**src/rtl/sum_it_pkg.sv**
```systemverilog
// Package for the sumIt adder engine.
// Contents:
//   sum_it_state_t  FSM state encoding (IDLE, ACCUM, DONE)
//   SUMIT_WIDTH     default operand/sum width
//   SUMIT_MAX       default maximum operands per packet
//   sumItPkt_t      packet record (valuesToAdd[], howMany) used by benches
package sum_it_pkg;

    localparam int SUMIT_WIDTH = 16;
    localparam int SUMIT_MAX   = 5;
    localparam int SUMIT_CNT_W = $clog2(SUMIT_MAX + 1);

    typedef enum logic [1:0] {
        IDLE  = 2'd0,
        ACCUM = 2'd1,
        DONE  = 2'd2
    } sum_it_state_t;

    typedef struct packed {
        logic [SUMIT_MAX-1:0][SUMIT_WIDTH-1:0] valuesToAdd;
        logic [SUMIT_CNT_W-1:0]                howMany;
    } sumItPkt_t;

endpackage

```
**src/rtl/sum_it_if.sv**
```systemverilog
// sumIt packet interface between an operand source and the adder engine.
// Handshake: there is no valid/ready pair. go_l low at a clock edge starts
// a packet with inA as its first operand. Every later edge with go_l high
// delivers one more operand on inA, and a zero operand ends the packet.
// The engine answers with registered sum/outResult/done/count/overflow.
// Modports:
//   master  drives go_l, inA; observes the results
//   slave   samples go_l, inA; drives the results
interface sum_it_if #(
    parameter int WIDTH      = 16,
    parameter int MAX_VALUES = 5
) ();
    localparam int CNT_W = $clog2(MAX_VALUES + 1);

    logic             go_l;
    logic [WIDTH-1:0] inA;
    logic [WIDTH-1:0] sum;
    logic [WIDTH-1:0] outResult;
    logic             done;
    logic [CNT_W-1:0] count;
    logic             overflow;

    modport master (
        output go_l, inA,
        input  sum, outResult, done, count, overflow
    );

    modport slave (
        input  go_l, inA,
        output sum, outResult, done, count, overflow
    );

endinterface

```
**src/rtl/sum_it_accum.sv**
```systemverilog
// WIDTH-bit accumulator with load/add/hold and a sticky overflow flag.
// Ports:
//   clk, reset_l  clock, asynchronous active-low reset
//   load          acc <= d, overflow cleared (takes priority over add)
//   add           acc <= acc + d (mod 2^WIDTH), overflow |= carry
//   d             operand
//   acc           registered accumulator value
//   add_result    combinational acc + d, truncated (value acc takes on add)
//   carry         combinational carry out of acc + d
//   overflow      sticky carry flag since the last load
module sum_it_accum #(
    parameter int WIDTH = 16
) (
    input  logic             clk,
    input  logic             reset_l,
    input  logic             load,
    input  logic             add,
    input  logic [WIDTH-1:0] d,
    output logic [WIDTH-1:0] acc,
    output logic [WIDTH-1:0] add_result,
    output logic             carry,
    output logic             overflow
);
    logic [WIDTH:0] add_full;

    assign add_full   = {1'b0, acc} + {1'b0, d};
    assign add_result = add_full[WIDTH-1:0];
    assign carry      = add_full[WIDTH];

    always_ff @(posedge clk or negedge reset_l) begin
        if (!reset_l) begin
            acc      <= '0;
            overflow <= 1'b0;
        end else if (load) begin
            acc      <= d;
            overflow <= 1'b0;
        end else if (add) begin
            acc      <= add_result;
            overflow <= overflow | carry;
        end
    end

endmodule

```
**src/rtl/sum_it_engine.sv**
```systemverilog
// sumIt adder engine: accumulates a burst of operands started by go_l low
// and ends the packet on a zero operand or after MAX_VALUES operands.
// Ports:
//   clk, reset_l  clock, asynchronous active-low reset
//   bus           sum_it_if slave: go_l, inA in; sum, outResult, done,
//                 count, overflow out (all registered)
//   dbg_state     current FSM state
module sum_it_engine
    import sum_it_pkg::*;
#(
    parameter int WIDTH      = SUMIT_WIDTH,
    parameter int MAX_VALUES = SUMIT_MAX
) (
    input  logic          clk,
    input  logic          reset_l,
    sum_it_if.slave       bus,
    output sum_it_state_t dbg_state
);
    localparam int CNT_W = $clog2(MAX_VALUES + 1);
    localparam logic [CNT_W-1:0] MAX_CNT = CNT_W'(MAX_VALUES);

    sum_it_state_t    state, state_nxt;
    logic [CNT_W-1:0] count, count_nxt, count_inc;
    logic [WIDTH-1:0] out_result, out_result_nxt;
    logic             done, done_nxt;
    logic             acc_load, acc_add;
    logic [WIDTH-1:0] acc, add_result;
    logic             carry, overflow;

    sum_it_accum #(.WIDTH(WIDTH)) u_accum (
        .clk        (clk),
        .reset_l    (reset_l),
        .load       (acc_load),
        .add        (acc_add),
        .d          (bus.inA),
        .acc        (acc),
        .add_result (add_result),
        .carry      (carry),
        .overflow   (overflow)
    );

    assign count_inc = count + CNT_W'(1);

    always_ff @(posedge clk or negedge reset_l) begin
        if (!reset_l) begin
            state      <= IDLE;
            count      <= '0;
            out_result <= '0;
            done       <= 1'b0;
        end else begin
            state      <= state_nxt;
            count      <= count_nxt;
            out_result <= out_result_nxt;
            done       <= done_nxt;
        end
    end

    always_comb begin
        state_nxt      = state;
        count_nxt      = count;
        out_result_nxt = out_result;
        done_nxt       = done;
        acc_load       = 1'b0;
        acc_add        = 1'b0;

        if (!bus.go_l) begin
            // A start wins in every state, aborting any packet in flight.
            acc_load  = 1'b1;
            count_nxt = CNT_W'(1);
            done_nxt  = 1'b0;
            state_nxt = ACCUM;
            if (MAX_VALUES == 1) begin
                out_result_nxt = bus.inA;
                done_nxt       = 1'b1;
                state_nxt      = DONE;
            end
        end else begin
            case (state)
                ACCUM: begin
                    if (bus.inA == '0) begin
                        out_result_nxt = acc;
                        done_nxt       = 1'b1;
                        state_nxt      = DONE;
                    end else begin
                        acc_add   = 1'b1;
                        count_nxt = count_inc;
                        if (count_inc == MAX_CNT) begin
                            out_result_nxt = add_result;
                            done_nxt       = 1'b1;
                            state_nxt      = DONE;
                        end
                    end
                end
                default: ; // IDLE and DONE hold everything
            endcase
        end
    end

    assign bus.sum       = acc;
    assign bus.outResult = out_result;
    assign bus.done      = done;
    assign bus.count     = count;
    assign bus.overflow  = overflow;
    assign dbg_state     = state;

    // carry is folded into overflow inside the accumulator
    logic unused_carry;
    assign unused_carry = carry;

endmodule
```
**src/flat_wrapper.sv**
```systemverilog
// flat-port wrapper written by rule: the top's interface ports become plain ports
module sum_it_engine_flat import sum_it_pkg::*;
#(
    parameter int WIDTH      = SUMIT_WIDTH,
    parameter int MAX_VALUES = SUMIT_MAX
)
  (clk, reset_l, dbg_state, bus_go_l, bus_inA, bus_sum, bus_outResult, bus_done, bus_count, bus_overflow);
  sum_it_if #(.WIDTH(WIDTH), .MAX_VALUES(MAX_VALUES)) bus_i ();
  input  logic clk;
  input  logic reset_l;
  output sum_it_state_t dbg_state;
  input wire logic [$bits(bus_i.go_l)-1:0] bus_go_l;
  input wire logic [$bits(bus_i.inA)-1:0] bus_inA;
  output wire logic [$bits(bus_i.sum)-1:0] bus_sum;
  output wire logic [$bits(bus_i.outResult)-1:0] bus_outResult;
  output wire logic [$bits(bus_i.done)-1:0] bus_done;
  output wire logic [$bits(bus_i.count)-1:0] bus_count;
  output wire logic [$bits(bus_i.overflow)-1:0] bus_overflow;
  assign bus_i.go_l = bus_go_l;
  assign bus_i.inA = bus_inA;
  assign bus_sum = bus_i.sum;
  assign bus_outResult = bus_i.outResult;
  assign bus_done = bus_i.done;
  assign bus_count = bus_i.count;
  assign bus_overflow = bus_i.overflow;
  sum_it_engine #(.WIDTH(WIDTH), .MAX_VALUES(MAX_VALUES)) u_core (.clk(clk), .reset_l(reset_l), .bus(bus_i), .dbg_state(dbg_state));
endmodule
```
**config.mk**
```make
export PLATFORM = sky130hd
export DESIGN_NAME = sum_it_engine_flat
export DESIGN_NICKNAME = d
export VERILOG_FILES = /design/src/rtl/sum_it_pkg.sv /design/src/rtl/sum_it_if.sv /design/src/rtl/sum_it_accum.sv /design/src/rtl/sum_it_engine.sv /design/src/flat_wrapper.sv
export SDC_FILE = /design/constraint.sdc
export NUM_CORES = 1
export LEC_CHECK = 0
export BUFFER_PORTS_ARGS = -buffer_cell sky130_fd_sc_hd__buf_2
export CAP_MARGIN = 40
export CORE_ASPECT_RATIO = 1.75
export CORE_MARGIN = 2
export CORE_UTILIZATION = 45
export CTS_BUF_LIST = sky130_fd_sc_hd__clkbuf_4 sky130_fd_sc_hd__clkbuf_8
export CTS_CLUSTER_SIZE = 14
export DETAILED_ROUTE_END_ITERATION = 6
export PLACE_DENSITY = 0.68
export SETUP_SLACK_MARGIN = 0.15
export SYNTH_ARGS = -nofsm -noshare
export SYNTH_HDL_FRONTEND = slang
export SYNTH_SLANG_ARGS = --single-unit
export TNS_END_PERCENT = 50
```
**constraint.sdc**
```tcl
create_clock -name clk -period 3.25 [get_ports clk]
set_clock_uncertainty 0.2 [all_clocks]
set_input_delay 0.65 -clock clk [delete_from_list [all_inputs] [get_ports clk]]
set_output_delay 0.65 -clock clk [all_outputs]
set_load 0.01 [all_outputs]
```
==> results.json <==
{
  "status": "finished clean",
  "synth_warnings": 0,
  "synth-main-ff-cell": "sky130_fd_sc_hd__dfrtp_1",
  "cp_capture_point": "u_core.bus.outResult[8]",
  "capture_point_of_the_worst_reg_to_reg_path": "u_core.bus.outResult[8]",
  "synth.distinct_cells": 44,
  "n_antenna_cell": 0,
  "power.density_cell_area_nw_per_um2": 1000,
  "fin_cells": 442,
  "vias_after_detailed_routing": 2532,
  "post_drt_via_cell_ratio": 5.73,
  "detail-route-antenna-nets": 0,
  "hpwlAfterDp_um": 5380,
  "cts.root.buffer_cell": "sky130_fd_sc_hd__clkbuf_8",
  "boundaryPins": 58,
  "global_route.usage.total_pct": 23.3,
  "numCtsBuffers": 5,
  "io_buffer_count": 57,
  "detail_route.first_pass.iterations": 5,
  "postSynth.asyncResetShare_pct": 100,
  "layout_common_cells": "sky130_fd_sc_hd__buf_2 (57), sky130_fd_sc_hd__nand2_1 (54), sky130_fd_sc_hd__dfrtp_1 (38)",
  "cts.htree.levels": 2,
  "tritoncts": "yes",
  "drt_wl_total_um": 7100,
  "r2r.worst_path.cells": 8,
  "floorplan.die.height_um": 105,
  "max_slew_violations": 0,
  "number_of_global_route_vias_before_repair": 2422,
  "leakage_dissipation_nw": 1.46,
  "grt_antenna_before_repair": 0,
  "setup-tns-final_ns": 0,
  "syn_inst": 309,
  "timing.max_cap.violations": 0,
  "setup_viol": 0,
  "post-cts-setup-buffers": 0,
  "postCtsHoldBufs": 0,
  "cts.clk_slew.worst_paths_ns": 0.08,
  "cts_repair_resize_count": 0,
  "synth_area_um2": 2610,
  "final_cell_area_um2": 3090,
  "cp.required_ns": 3.23,
  "std_cell_rows": 36,
  "final_util_pct": 55.3,
  "num-nets-final": 404,
  "area_growth_syn_to_layout_pct": 18.3,
  "synth-seq-cells": 38,
  "path_class": "input pin to register",
  "largest_net_degree_at_the_start_of_global_routing": 27,
  "floorplan.core_area_um2": 5590,
  "yosys-top-cells-area": "sky130_fd_sc_hd__dfrtp_1 (36%), sky130_fd_sc_hd__ha_1 (8.6%), sky130_fd_sc_hd__nand2_1 (7.8%)",
  "dr.first_iter.drc_count": 95,
  "worst_slew_margin_rel_pct": 61.7,
  "dpl-instance-area_um2": 3010,
  "worst-r2r-setup-slack_ns": 0.51,
  "grt_pass1_wl_um": 11400,
  "max-vdd-ir-drop_uv": 439,
  "detail_route.wl_per_cell_um": 16.1,
  "share_of_yosys_cell_area_claimed_by_the_top_area_cell_type_pct": 36.4,
  "synthDominantAreaCellType": "sky130_fd_sc_hd__dfrtp_1",
  "drc": 0,
  "layout.cells.most_common": "sky130_fd_sc_hd__buf_2",
  "max_slew.worst_pin.slew_ns": 0.572,
  "synth_edf_count": 0,
  "setup.worst_path.start": "bus_inA[0]",
  "clk_sink_count": 38,
  "die_area_um2": 6450,
  "cp-end-kind": "register",
  "fmax_mhz": 363,
  "initial_core_util_pct": 46.8,
  "gp_congestion": 0.891,
  "synthesis.nets": 347,
  "global_route.overflow_total": 0,
  "critical_path_source_type": "input pin",
  "crit_arrival_ns": 2.73,
  "period_needed_ns": 2.75,
  "report.final.hold_viol_count": 0,
  "worstHoldPathType": "input pin to asynchronous set/reset pin",
  "rsz0062_at_grt": "no",
  "period_share_pct": 84.7,
  "synth.avg_cell_area_um2": 8.45,
  "seq_area_frac_synth_pct": 36.4,
  "layout-drive-gt1-share_pct": 23.2,
  "cts.path.max_buffers": 2,
  "dp_cells": 435,
  "crit_fanout": 3,
  "dieWidth_um": 61.6,
  "r2r_startpoint": "u_core.u_accum.acc[0]",
  "clk-insertion-delay-late_ns": 0.30,
  "total_power_after_layout_mw": 3.09
}
==> Yosys cell counts, types with 2 or more instances <==
master and number:
sky130_fd_sc_hd__buf_2 4, sky130_fd_sc_hd__mux2i_1 3, sky130_fd_sc_hd__xor2_1 4, sky130_fd_sc_hd__o21ai_1 7
sky130_fd_sc_hd__and2_1 2, sky130_fd_sc_hd__o21bai_1 2, sky130_fd_sc_hd__nor3_1 5, sky130_fd_sc_hd__o211ai_1 8
sky130_fd_sc_hd__nand3_1 21, sky130_fd_sc_hd__nor2b_1 6, sky130_fd_sc_hd__a21o_1 4, sky130_fd_sc_hd__nor2_1 24
sky130_fd_sc_hd__inv_1 7, sky130_fd_sc_hd__clkbuf_1 11, sky130_fd_sc_hd__ha_1 18, sky130_fd_sc_hd__or3_1 2
sky130_fd_sc_hd__o21ai_0 5, sky130_fd_sc_hd__o211ai_2 2, sky130_fd_sc_hd__nor4_2 4, sky130_fd_sc_hd__buf_4 2
sky130_fd_sc_hd__dfrtp_1 38, sky130_fd_sc_hd__nand2_1 54, sky130_fd_sc_hd__a2111oi_0 3, sky130_fd_sc_hd__and3_1 4
sky130_fd_sc_hd__xnor2_1 10, sky130_fd_sc_hd__a31oi_1 20, sky130_fd_sc_hd__a21oi_1 21, sky130_fd_sc_hd__nor4b_1 2
==> through the flow <==
stage               hold WS (ns)  setup slack, ns
CTS                        0.107            0.466
finish                    0.0987            0.497
detailed placement         0.272            0.157
floorplan                  0.154            0.535
global route               0.116            0.277
global placement           0.264            0.194
==> state kept, by name, indices dropped and copies added (netlist names) <==
| register | flops |
|---|---|
| u_core.u_accum.overflow | 1 |
| u_core.bus.outResult | 16 |
| u_core.dbg_state | 1 |
| u_core.u_accum.acc | 16 |
| u_core.bus.done | 1 |
| u_core.bus.count | 3 |
==> per-layer routing <==
metal	global-route usage (%)	wire, um	vias up
met5	0	0	-
met4	11.7	284	0
met3	4.21	451	19
met2	38.6	3540	101
met1	27.5	2830	1183
li1	-	-	1229
==> worst min path at each step <==
stage / start / endpoint / slack [ns]
after floorplan: reset_l / u_core.bus.count[0] / 0.15
after global placement: u_core.bus.outResult[2] / u_core.bus.outResult[2] / 0.26
after detailed placement: u_core.bus.outResult[2] / u_core.bus.outResult[2] / 0.27
after CTS: reset_l / u_core.u_accum.acc[0] / 0.11
after global routing: reset_l / u_core.bus.outResult[4] / 0.12
final: reset_l / u_core.bus.outResult[4] / 0.1
==> cell families after synthesis <==
logic type,share of synthesized area [%]
mux,1.58
xor+xnor,4.70
compound gates,20.2
flops,36.4
fa+ha+maj,9.39
simple gates,23.6
buf+inv,4.07
==> report_power, final <==
| part | internal, mW | switching [mW] |
|---|---|---|
| Clock | 0.144 | 0.176 |
| Sequential | 0.696 | 0.190 |
| Combinational | 0.789 | 1.10 |
==> worst max-delay path, cell delays in order <==
cell,delay [ns]
sky130_fd_sc_hd__buf_2,0.12
sky130_fd_sc_hd__ha_1,0.20
sky130_fd_sc_hd__fa_1,0.40
sky130_fd_sc_hd__a21oi_1,0.29
sky130_fd_sc_hd__o21ai_1,0.17
sky130_fd_sc_hd__a2111oi_0,0.42
sky130_fd_sc_hd__nor3_1,0.13
sky130_fd_sc_hd__xnor2_1,0.22
sky130_fd_sc_hd__o211ai_1,0.13
==> area by class of cell <==
cell class / count / area [um^2]
clock buffers: 5 / 68.8
fillers: 573 / 2500
flip-flops and latches: 38 / 951
well taps: 76 / 95.1
repair buffers: 67 / 380
multi-input cells: 246 / 1550
clock inverters: 2 / 10.0
inverters: 8 / 30.0
(Power assumes the default switching activity.)
